### config.mk
export PLATFORM = sky130hd
export DESIGN_NAME = alu_seq_bytestream
export DESIGN_NICKNAME = d
export VERILOG_FILES = /design/src/rtl/alu_seq_pkg.sv /design/src/rtl/alu_seq_mul.sv /design/src/rtl/alu_seq_bytestream.sv
export SDC_FILE = /design/constraint.sdc
export NUM_CORES = 1
export LEC_CHECK = 0
export BUFFER_PORTS_ARGS = -buffer_cell sky130_fd_sc_hd__buf_4
export CAP_MARGIN = 0
export CORE_MARGIN = 2
export CORE_UTILIZATION = 25
export DETAILED_ROUTE_END_ITERATION = 10
export PLACE_DENSITY = 0.37
export REMOVE_ABC_BUFFERS = 1
export SLEW_MARGIN = 40
export SYNTH_ARGS = -nofsm -noshare
export SYNTH_HDL_FRONTEND = slang
export SYNTH_SLANG_ARGS = --single-unit
### constraint.sdc
create_clock -name clk -period 4.6 [get_ports clk]
set_input_delay 0.23 -clock clk [delete_from_list [all_inputs] [get_ports clk]]
set_output_delay 0.23 -clock clk [all_outputs]
set_load 0.01 [all_outputs]
### src/rtl/alu_seq_pkg.sv
// Shared definitions for the byte-stream sequential ALU: opcodes, FSM state
// encoding, flag bit positions and small flag helpers.
package alu_seq_pkg;

    // Opcodes, latched from the first A beat of a transaction.
    localparam logic [2:0] OP_ADD = 3'd0;
    localparam logic [2:0] OP_SUB = 3'd1;
    localparam logic [2:0] OP_AND = 3'd2;
    localparam logic [2:0] OP_OR  = 3'd3;
    localparam logic [2:0] OP_XOR = 3'd4;
    localparam logic [2:0] OP_SHL = 3'd5;
    localparam logic [2:0] OP_SHR = 3'd6;
    localparam logic [2:0] OP_MUL = 3'd7;

    // Transaction sequencer states.
    typedef enum logic [2:0] {
        IDLE   = 3'd0,
        LOAD_A = 3'd1,
        LOAD_B = 3'd2,
        EXEC   = 3'd3,
        SEND   = 3'd4
    } state_t;

    // Bit positions inside the 4-bit {Z,N,C,V} flags vector.
    localparam int FLAG_Z = 3;
    localparam int FLAG_N = 2;
    localparam int FLAG_C = 1;
    localparam int FLAG_V = 0;

    // Assemble the flags vector from its individual bits.
    function automatic logic [3:0] pack_flags(input logic z, input logic n,
                                              input logic c, input logic v);
        logic [3:0] f;
        f         = 4'b0000;
        f[FLAG_Z] = z;
        f[FLAG_N] = n;
        f[FLAG_C] = c;
        f[FLAG_V] = v;
        return f;
    endfunction

    // Signed overflow of A+B: operands agree in sign, result does not.
    function automatic logic add_ovf(input logic a_msb, input logic b_msb,
                                     input logic r_msb);
        return (a_msb == b_msb) && (r_msb != a_msb);
    endfunction

    // Signed overflow of A-B: operands differ in sign, result sign differs from A.
    function automatic logic sub_ovf(input logic a_msb, input logic b_msb,
                                     input logic r_msb);
        return (a_msb != b_msb) && (r_msb != a_msb);
    endfunction

endpackage

### src/rtl/alu_seq_mul.sv
// Iterative shift-add multiplier returning the low WIDTH bits of a*b.
// The start cycle already performs the first partial-product step, so the
// product is complete after WIDTH enabled cycles and done pulses on the
// cycle following the last step.
module alu_seq_mul
    import alu_seq_pkg::*;
#(
    parameter int WIDTH = 32
) (
    input  logic             clk,
    input  logic             rst_n,
    input  logic             ena,
    input  logic             start,
    input  logic [WIDTH-1:0] a,
    input  logic [WIDTH-1:0] b,
    output logic [WIDTH-1:0] product,
    output logic             done
);

    localparam int CW = $clog2(WIDTH);
    localparam logic [CW-1:0] LAST_STEP = CW'(WIDTH - 1);

    logic [WIDTH-1:0] acc_r;
    logic [WIDTH-1:0] mcand_r;
    logic [WIDTH-1:0] mplier_r;
    logic [CW-1:0]    step_r;
    logic             run_r;
    logic             done_r;

    // Shift-add datapath: one multiplier bit consumed per enabled cycle.
    always_ff @(posedge clk or negedge rst_n) begin
        if (!rst_n) begin
            acc_r    <= '0;
            mcand_r  <= '0;
            mplier_r <= '0;
            step_r   <= '0;
            run_r    <= 1'b0;
            done_r   <= 1'b0;
        end else if (ena) begin
            done_r <= 1'b0;
            if (start) begin
                acc_r    <= b[0] ? a : '0;
                mcand_r  <= {a[WIDTH-2:0], 1'b0};
                mplier_r <= {1'b0, b[WIDTH-1:1]};
                step_r   <= CW'(1);
                run_r    <= 1'b1;
            end else if (run_r) begin
                acc_r    <= acc_r + (mplier_r[0] ? mcand_r : '0);
                mcand_r  <= {mcand_r[WIDTH-2:0], 1'b0};
                mplier_r <= {1'b0, mplier_r[WIDTH-1:1]};
                step_r   <= step_r + CW'(1);
                if (step_r == LAST_STEP) begin
                    run_r  <= 1'b0;
                    done_r <= 1'b1;
                end
            end
        end
    end

    assign product = acc_r;
    assign done    = done_r;

endmodule

### src/rtl/alu_seq_bytestream.sv
// Multi-cycle integer ALU fed by an 8-bit valid/ready byte stream.
// Operands A then B arrive little-endian, the opcode executes (single cycle,
// or WIDTH cycles for MUL) and the result is streamed back LSB-first.
module alu_seq_bytestream
    import alu_seq_pkg::*;
#(
    parameter int WIDTH = 32
) (
    input  logic       clk,
    input  logic       rst_n,
    input  logic       ena,
    input  logic [7:0] in_data,
    input  logic       in_valid,
    output logic       in_ready,
    input  logic [2:0] op,
    output logic [7:0] out_data,
    output logic       out_valid,
    input  logic       out_ready,
    output logic [3:0] flags,
    output logic       busy
);

    localparam int NB = WIDTH / 8;
    localparam int SW = $clog2(WIDTH);
    localparam int CW = (NB > 1) ? $clog2(NB) : 1;
    localparam logic [CW-1:0] LAST_BEAT = CW'(NB - 1);

    state_t           state_r;
    logic [CW-1:0]    cnt_r;
    logic [WIDTH-1:0] a_r;
    logic [WIDTH-1:0] b_r;
    logic [WIDTH-1:0] r_r;
    logic [2:0]       op_r;
    logic [3:0]       flags_r;
    logic             in_rdy_r;
    logic             out_vld_r;
    logic             busy_r;

    logic             in_fire_s;
    logic             out_fire_s;
    logic             last_beat_s;
    logic [WIDTH-1:0] a_shift_s;
    logic [WIDTH-1:0] b_shift_s;
    logic             mul_start_s;
    logic             mul_done_s;
    logic [WIDTH-1:0] mul_prod_s;
    logic [WIDTH:0]   sum_s;
    logic [WIDTH:0]   diff_s;
    logic [SW-1:0]    shamt_s;
    logic [WIDTH-1:0] alu_r_s;
    logic             alu_c_s;
    logic             alu_v_s;
    logic [3:0]       alu_flags_s;
    logic [3:0]       mul_flags_s;

    // Stream handshakes are gated by ena so a frozen block neither accepts nor offers data.
    assign in_ready    = in_rdy_r & ena;
    assign out_valid   = out_vld_r & ena;
    assign out_data    = r_r[7:0];
    assign flags       = flags_r;
    assign busy        = busy_r;

    assign in_fire_s   = in_valid & in_ready;
    assign out_fire_s  = out_valid & out_ready;
    assign last_beat_s = (cnt_r == LAST_BEAT);

    // New bytes enter at the top so that after NB beats the first byte sits at bit 0.
    generate
        if (WIDTH > 8) begin : g_wide
            assign a_shift_s = {in_data, a_r[WIDTH-1:8]};
            assign b_shift_s = {in_data, b_r[WIDTH-1:8]};
        end else begin : g_byte
            assign a_shift_s = in_data;
            assign b_shift_s = in_data;
        end
    endgenerate

    // The multiplier starts on the final B beat using the fully assembled B operand.
    assign mul_start_s = in_fire_s & (state_r == LOAD_B) & last_beat_s & (op_r == OP_MUL);

    alu_seq_mul #(
        .WIDTH (WIDTH)
    ) u_mul (
        .clk     (clk),
        .rst_n   (rst_n),
        .ena     (ena),
        .start   (mul_start_s),
        .a       (a_r),
        .b       (b_shift_s),
        .product (mul_prod_s),
        .done    (mul_done_s)
    );

    // Single-cycle operations and their flags, evaluated from the loaded operands.
    always_comb begin
        sum_s   = {1'b0, a_r} + {1'b0, b_r};
        diff_s  = {1'b0, a_r} - {1'b0, b_r};
        shamt_s = b_r[SW-1:0];
        alu_r_s = '0;
        alu_c_s = 1'b0;
        alu_v_s = 1'b0;
        case (op_r)
            OP_ADD: begin
                alu_r_s = sum_s[WIDTH-1:0];
                alu_c_s = sum_s[WIDTH];
                alu_v_s = add_ovf(a_r[WIDTH-1], b_r[WIDTH-1], sum_s[WIDTH-1]);
            end
            OP_SUB: begin
                alu_r_s = diff_s[WIDTH-1:0];
                alu_c_s = diff_s[WIDTH];
                alu_v_s = sub_ovf(a_r[WIDTH-1], b_r[WIDTH-1], diff_s[WIDTH-1]);
            end
            OP_AND:  alu_r_s = a_r & b_r;
            OP_OR:   alu_r_s = a_r | b_r;
            OP_XOR:  alu_r_s = a_r ^ b_r;
            OP_SHL:  alu_r_s = a_r << shamt_s;
            OP_SHR:  alu_r_s = a_r >> shamt_s;
            default: alu_r_s = '0;
        endcase
        alu_flags_s = pack_flags(alu_r_s == '0, alu_r_s[WIDTH-1], alu_c_s, alu_v_s);
        mul_flags_s = pack_flags(mul_prod_s == '0, mul_prod_s[WIDTH-1], 1'b0, 1'b0);
    end

    // Transaction sequencer with registered handshake, busy, result and flags.
    always_ff @(posedge clk or negedge rst_n) begin
        if (!rst_n) begin
            state_r   <= IDLE;
            cnt_r     <= '0;
            a_r       <= '0;
            b_r       <= '0;
            r_r       <= '0;
            op_r      <= OP_ADD;
            flags_r   <= 4'b0000;
            in_rdy_r  <= 1'b1;
            out_vld_r <= 1'b0;
            busy_r    <= 1'b0;
        end else if (ena) begin
            case (state_r)
                IDLE: begin
                    if (in_fire_s) begin
                        a_r    <= a_shift_s;
                        op_r   <= op;
                        busy_r <= 1'b1;
                        if (last_beat_s) begin
                            state_r <= LOAD_B;
                            cnt_r   <= '0;
                        end else begin
                            state_r <= LOAD_A;
                            cnt_r   <= cnt_r + CW'(1);
                        end
                    end
                end
                LOAD_A: begin
                    if (in_fire_s) begin
                        a_r <= a_shift_s;
                        if (last_beat_s) begin
                            state_r <= LOAD_B;
                            cnt_r   <= '0;
                        end else begin
                            cnt_r   <= cnt_r + CW'(1);
                        end
                    end
                end
                LOAD_B: begin
                    if (in_fire_s) begin
                        b_r <= b_shift_s;
                        if (last_beat_s) begin
                            state_r  <= EXEC;
                            cnt_r    <= '0;
                            in_rdy_r <= 1'b0;
                        end else begin
                            cnt_r    <= cnt_r + CW'(1);
                        end
                    end
                end
                EXEC: begin
                    if (op_r != OP_MUL) begin
                        r_r       <= alu_r_s;
                        flags_r   <= alu_flags_s;
                        state_r   <= SEND;
                        out_vld_r <= 1'b1;
                    end else if (mul_done_s) begin
                        r_r       <= mul_prod_s;
                        flags_r   <= mul_flags_s;
                        state_r   <= SEND;
                        out_vld_r <= 1'b1;
                    end
                end
                SEND: begin
                    if (out_fire_s) begin
                        r_r <= r_r >> 4'd8;
                        if (last_beat_s) begin
                            state_r   <= IDLE;
                            cnt_r     <= '0;
                            out_vld_r <= 1'b0;
                            in_rdy_r  <= 1'b1;
                            busy_r    <= 1'b0;
                        end else begin
                            cnt_r     <= cnt_r + CW'(1);
                        end
                    end
                end
                default: begin
                    state_r   <= IDLE;
                    cnt_r     <= '0;
                    in_rdy_r  <= 1'b1;
                    out_vld_r <= 1'b0;
                    busy_r    <= 1'b0;
                end
            endcase
        end
    end

endmodule

==> results.tsv, run 1 <==
stage	metric	value	unit
outcome	status	complete, no violations	
run	drv_cap	0	
global_route	antenna_found_initial	3	
logic_synthesis	yosysTopAreaCell	dfrtp_1	
logic_synthesis	synth_cells	2575	
sta	period_share	95.99	%
clocking	post-cts-setup-buffers	0	
logic_synthesis	synth_enable_flop_cells	0	
sta	whs	65.43	ps
logic_synthesis	async_reset_ff_share	100.0	%
pwr	pwr-share-clk	11.6	%
floorplan	die_height	289.0	um
setup_path	slowest_delay	590	ps
logic_synthesis	synth_warnings	0	
pwr	swShare	54.94	%
pwr	p_comb_share	73.0	%
sta	slew_headroom	44.93	%
floorplan	die_w	289.0	um
floorplan	dieArea	83500	um2
floorplan	rows	104	
sta	slew_viol_final	0	
floorplan	core	80420	um2
clocking	root_buffer	clkbuf_16	
pwr	powerDensity	908.9	nW/um2
routing	vias_per_cell	5.554	
sta	setup_viol	0	
logic_synthesis	synth_common_cells	nand2_1 (356), nor2_1 (240), dfrtp_1 (211), o21ai_0 (201), a21oi_1 (186)	
pwr	p_seq_share	15.4	%
sta	fin_crit	4416	ps
setup_path	worst-path-buf-inv	4	
pwr	leakage	0.01038	uW
routing	drt_wl_total	100.2	mm
setup_path	crit_path_cell_trace	inv_1, ha_1, buf_4, nor2_1, o311ai_0, a21oi_1, a22oi_1, buf_4, nand3_1, buf_4, o211ai_1, o2111ai_1, a21o_1, nor4_1, nand4_1, o21ai_1	
clocking	cts_num_sinks	212	
sta	finalHoldViolCount	0	
logic_synthesis	yosysMostFrequentCell	nand2_1	
routing	routedWlPerCell	27.01	um
layout	fin_nets	2786	
routing	dr_total_vias	20617	
global_route	track_usage	23.71	%
placed_design	portBuffers	30	
setup_path	start_kind	flop	
min_path	hp-class	in -> async	
clocking	htreeDepth	1	
sta	tightest_slew	818.5	ps
setup_path	arrival	4950	ps
setup_path	cp_data_required_time	5130	ps
clocking	cts_buffer_depth	3	
logic_synthesis	yosysSeqAreaShare	26.14	%
layout	instances_no_fill	3712	
layout	final_cell_area	23820	um2
setup_path	cp_common_cell	buf_4	
setup_path	cp_top_family	compound AO/OA/AOI/OAI gates	
routing	dr.pass1.iters	8	
setup_path	rr_startpoint	b_r[10]	
logic_synthesis	ys_ff_latch	212	
pwr	power.switching	11890	uW
placed_design	dp_hpwl	76.99	mm
global_route	grt_pass1_vias	19833	
logic_synthesis	synth-main-ff-cell	dfrtp_1	
logic_synthesis	synth_cell_types	94	
logic_synthesis	avgSynthCellArea	7.884	um2
global_route	grt_overflow	0	
placed_design	place_area	22560	um2
pwr	intPower	9755	uW
logic_synthesis	synthTopCellsByArea	dfrtp_1 (26%), ha_1 (8.6%), nand2_1 (6.6%), mux4_2 (5.1%), o21ai_0 (5.0%)	
layout	area_delta_synth_final	17.32	%
setup_path	reg2reg_to	flags[3]	
logic_synthesis	synth_area	20300	um2
global_route	grt_max_degree	84	
setup_path	worst-path-stages	16	
sta	max_freq	226.5	MHz
floorplan	start_util	25.25	%
clocking	clk_latency	630	ps
setup_path	r2r_cells	16	
routing	drcViolationCount	0	
placed_design	gp_congestion	0.9737	
clocking	cts_buffers	30	
floorplan	ioPinCount	31	
setup_path	crit_path_top_delay_cell	o311ai_0	
sta	rsz0062_at_grt	false	
setup_path	cp-end-kind	flop	
clocking	clk_pin_slew	80	ps
setup_path	cp_max_fo	12	
setup_path	reg2reg_slack	180	ps
pwr	ir_drop	0.3578	mV
clocking	cts_tree	done	
placed_design	place_inst	3641	
global_route	grt_pass1_wl	145.5	mm
routing	postRouteAntennaNets	0	
setup_path	crit_type	reg -> reg	
routing	drtIter0Drc	2106	
sta	skew	35.31	ps
logic_synthesis	synth_top_area_share	26.01	%
layout	drive_above_1_share	15.73	%
flip-flops by register name, indices dropped and copies added (netlist names):
name and count:
a_r 32, op_r 3, u_mul.done 1, u_mul.run_r 1, flags 4, u_mul.mplier_r 31, u_mul.step_r 5, busy 1
b_r 32, r_r 32, state_r 3, out_vld_r 1, u_mul.product 32, in_rdy_r 1, cnt_r 2, u_mul.mcand_r 31
through the flow:
stage          utilization [%]  power (uW)  TNS (ps)  worst slack [ps]
2_1_floorplan                -       11550   -416050             -4591
3_3_place_gp             28.04       18840         0             122.5
3_5_place_dp             28.05       18760         0             161.8
4_1_cts                  29.50       21420         0             132.0
5_1_grt                  29.62       22900         0             2.578
6_report                 29.62       21650         0             184.2
per-layer routing:
layer  vias to the layer above  share of wire [%]  track usage (%)
met3                       155                4.7            2.213
met4                         0                4.5            9.046
li1                       9456                  -                -
met2                       718                 44            37.15
met1                     10288                 47            33.66
met5                         -                  0                0
final cells by class:
cell class | instances | area [um2]
tap | 1060 | 1326
antenna | 1 | 2.502
clock buffer | 41 | 872.1
clock inverter | 14 | 167.7
multi-input combinational | 2022 | 13730
fill | 8730 | 56600
inverter | 121 | 454.2
timing repair buffer | 241 | 1949
sequential | 212 | 5315
worst max-delay path by stage:
stage / startpoint / to / slack (ps)
after CTS: b_r[1] / flags[3] / 130
after detailed placement: b_r[1] / flags[3] / 160
final: b_r[10] / flags[3] / 180
after global routing: b_r[0] / flags[3] / 3
after floorplan: in_rdy_r / u_mul.product[0] / -4590
after global placement: b_r[0] / flags[3] / 120
placed cells by master, fill, tap and decap left out, drive strengths merged, types with 17 or more instances in the layout:
cell type    n
a211oi      28
a21o        47
a21oi      186
a31oi       89
and2        43
and3        19
buf        228
clkbuf      41
dfrtp      211
ha         139
inv        120
mux2        45
mux2i       62
mux4        49
nand2      356
nand2b      18
nand3       47
nand4       17
nor2       240
nor2b       27
nor3        45
nor4        23
o211ai      37
o21ai      204
o31ai       20
xnor2       19
cells by family (layout without fill, tap and decap cells):
kind of cell / count (synthesis) / count (layout) / synth area share (%)
muxes: 156 / 156 / 11.06
AOI/OAI and AO/OA: 801 / 801 / 25.71
adders and majority gates: 142 / 142 / 8.862
xor gates and xnor gates: 31 / 31 / 1.337
DFF: 212 / 212 / 26.14
other: 0 / 1 / 0
buffers and inverters: 341 / 417 / 6.810
and+or+nand+nor: 892 / 892 / 20.09
power by group through the flow:
stage	clock network (uW)	logic [uW]	registers, uW
2_1_floorplan	0	8060	3490
3_3_place_gp	0	15500	3350
4_1_cts	2590	15500	3350
6_report	2510	15800	3340
3_5_place_dp	0	15400	3370
5_1_grt	2660	16800	3440
repair_timing:
action                     4_1_cts  5_1_grt
hold buffers                    13        0
hold endpoints to repair       108        0
gates resized for setup          0        9
setup endpoints to repair        0        2
No activity file was read; power rests on OpenSTA's default activity.
==> run 2: changes to the inputs <==
- PLACE_DENSITY: 0.37 -> 0.38
- clock period: 4.6 -> 3.8 ns (I/O delays scaled with it)
==> run 2 against run 1 <==
Critical path depth shrank 4. Combinational power grew 49%. Critical path type unchanged. The flow now finishes with violations (setup timing). Clock power grew 27%. First-iteration DRC count shrank 5.0%. Cell area grew 13%.
==> results.tsv, run 2 (same netlist as run 1, synthesis figures left out) <==
stage	metric	value	unit
outcome	status	complete, but fails checks	
outcome	violations	setup timing	
run	drv_cap	0	
setup_path	r2r_cells	12	
floorplan	ioPinCount	31	
clocking	cts_tree	done	
sta	slew_viol_final	0	
setup_path	startpoint	b_r[0]	
clocking	cts_buffer_depth	3	
global_route	grt_overflow	0	
floorplan	core	80420	um2
floorplan	rows	104	
pwr	leakage	0.01215	uW
sta	fin_setup_tns	-183.8	ps
placed_design	dp_hpwl	79.50	mm
pwr	p_seq_share	12.6	%
placed_design	portBuffers	30	
floorplan	dieArea	83500	um2
clocking	htreeDepth	1	
clocking	cts_num_sinks	212	
routing	drt_wl_total	102.5	mm
global_route	grt_pass1_vias	21565	
layout	drive_above_1_share	26.42	%
clocking	clk_pin_slew	60	ps
global_route	grt_pass1_wl	150.2	mm
sta	period_share	104.8	%
pwr	swShare	50.72	%
pwr	intPower	15020	uW
layout	final_common_cell	buf_4	
global_route	grt_max_degree	126	
routing	drcViolationCount	0	
pwr	finalPower	30480	uW
layout	final_cell_mix	buf_4 (519), nand2_1 (352), nor2_1 (236)	
sta	rsz0062_at_grt	true	
sta	tightest_slew	887.5	ps
setup_path	cp_max_fo	12	
pwr	pwr-share-clk	10.4	%
setup_path	start_kind	flop	
setup_path	reg2reg_slack	-180	ps
sta	skew	32.35	ps
routing	dr.pass1.iters	7	
setup_path	crit_type	reg -> reg	
sta	whs	125.0	ps
sta	setup_viol	1	
pwr	powerDensity	1134	nW/um2
global_route	antenna_found_initial	3	
floorplan	die_w	289.0	um
pwr	power.switching	15460	uW
floorplan	start_util	25.25	%
setup_path	rr_startpoint	b_r[0]	
pwr	ir_drop	0.4538	mV
setup_path	cp-end-kind	flop	
sta	setup_slack	-183.8	ps
sta	max_freq	251.0	MHz
placed_design	gp_congestion	0.9824	
pwr	p_comb_share	77.0	%
setup_path	reg2reg_to	flags[3]	
global_route	track_usage	24.26	%
layout	n_antenna_cell	0	
sta	fin_crit	3984	ps
setup_path	arrival	4540	ps
sta	finalHoldViolCount	0	
routing	dr_total_vias	21799	
clocking	clk_latency	630	ps
setup_path	cp_data_required_time	4360	ps
routing	routedWlPerCell	25.46	um
clocking	cts_buffers	30	
routing	drtIter0Drc	2001	
layout	area_delta_synth_final	32.38	%
layout	fin_nets	3103	
setup_path	endpoint	flags[3]	
routing	vias_per_cell	5.412	
routing	postRouteAntennaNets	0	
min_path	hp-class	in -> async	
floorplan	die_height	289.0	um
sta	slew_headroom	40.62	%
clocking	root_buffer	clkbuf_16	
-- run 2: cell count changes in the layout (fill, tap and decap cells not counted), moves of 5 or more --
cell,delta
o21ai_1,+5
o21ai_0,-9
buf_12,+6
buf_4,+300
a211oi_1,-5
buf_6,+5
a21oi_1,-6
-- run 2: power groups by stage --
| stage | clock network (uW) | registers [uW] | logic (uW) |
|---|---|---|---|
| finish | 3180 | 3840 | 23500 |
| global route | 3360 | 3940 | 24900 |
| global placement | 0 | 3850 | 22100 |
| CTS | 3280 | 3850 | 22900 |
| floorplan | 0 | 4230 | 9750 |
| detailed placement | 0 | 3880 | 22000 |
-- run 2: worst max-delay path, cell delays in order, from the launching register on --
cell	delay, ps
dfrtp_4	450
buf_6	160
buf_16	170
mux4_2	620
a222oi_1	610
o2111ai_4	300
nor3_4	260
nand4_1	200
nor4_2	340
nand4_1	260
nor4_4	290
nand4_1	130
o21ai_1	130
-- run 2: stage by stage --
| stage | setup WS [ps] | instances | cell area (um2) | util [%] |
|---|---|---|---|---|
| finish | -183.8 | 4028 | 26880 | 33.42 |
| global route | -250.2 | 4028 | 26880 | 33.42 |
| CTS | -88.09 | 4024 | 26620 | 33.10 |
| detailed placement | -923.1 | 3942 | 24890 | 30.95 |
| global placement | -952.9 | 3942 | 24890 | 30.95 |
| floorplan | -5391 | 2355 | 19370 | - |
-- run 2: layout make-up --
cell class                 count  area (um2)
inverter                     121       454.2
timing repair buffer         558        4561
clock buffer                  42       875.8
clock inverter                13       229.0
tap                         1060        1326
fill                        8581       53540
multi-input combinational   2022       14110
sequential                   212        5320
-- run 2: worst min path at each step --
| stage | from | endpoint | slack [ps] | cells past startpoint |
|---|---|---|---|---|
| 6_report | rst_n | b_r[5] | 120 | 3 |
| 3_3_place_gp | rst_n | u_mul.mplier_r[1] | 260 | 2 |
| 3_5_place_dp | rst_n | u_mul.mplier_r[1] | 250 | 2 |
| 2_1_floorplan | rst_n | a_r[0] | -110 | 0 |
| 4_1_cts | out_ready | in_rdy_r | 140 | 5 |
| 5_1_grt | rst_n | b_r[5] | 140 | 3 |
-- run 2: timing repair --
| action | 4_1_cts | 5_1_grt |
|---|---|---|
| setup buffers | 11 | 3 |
| endpoints found under the setup margin | 22 | 22 |
| resized for setup | 61 | 45 |
| endpoints found under the hold margin | 240 | 0 |
| cloned | 4 | 0 |
| hold buffers | 13 | 0 |
| pin swaps | 24 | 24 |
-- run 2: per-layer routing --
layer | track usage (%) | share of wire [%] | vias up
met5 | 0 | 0.038 | -
li1 | - | - | 10096
met3 | 2.772 | 4.7 | 156
met2 | 38.36 | 45 | 676
met4 | 8.492 | 3.9 | 6
met1 | 34.12 | 47 | 10865
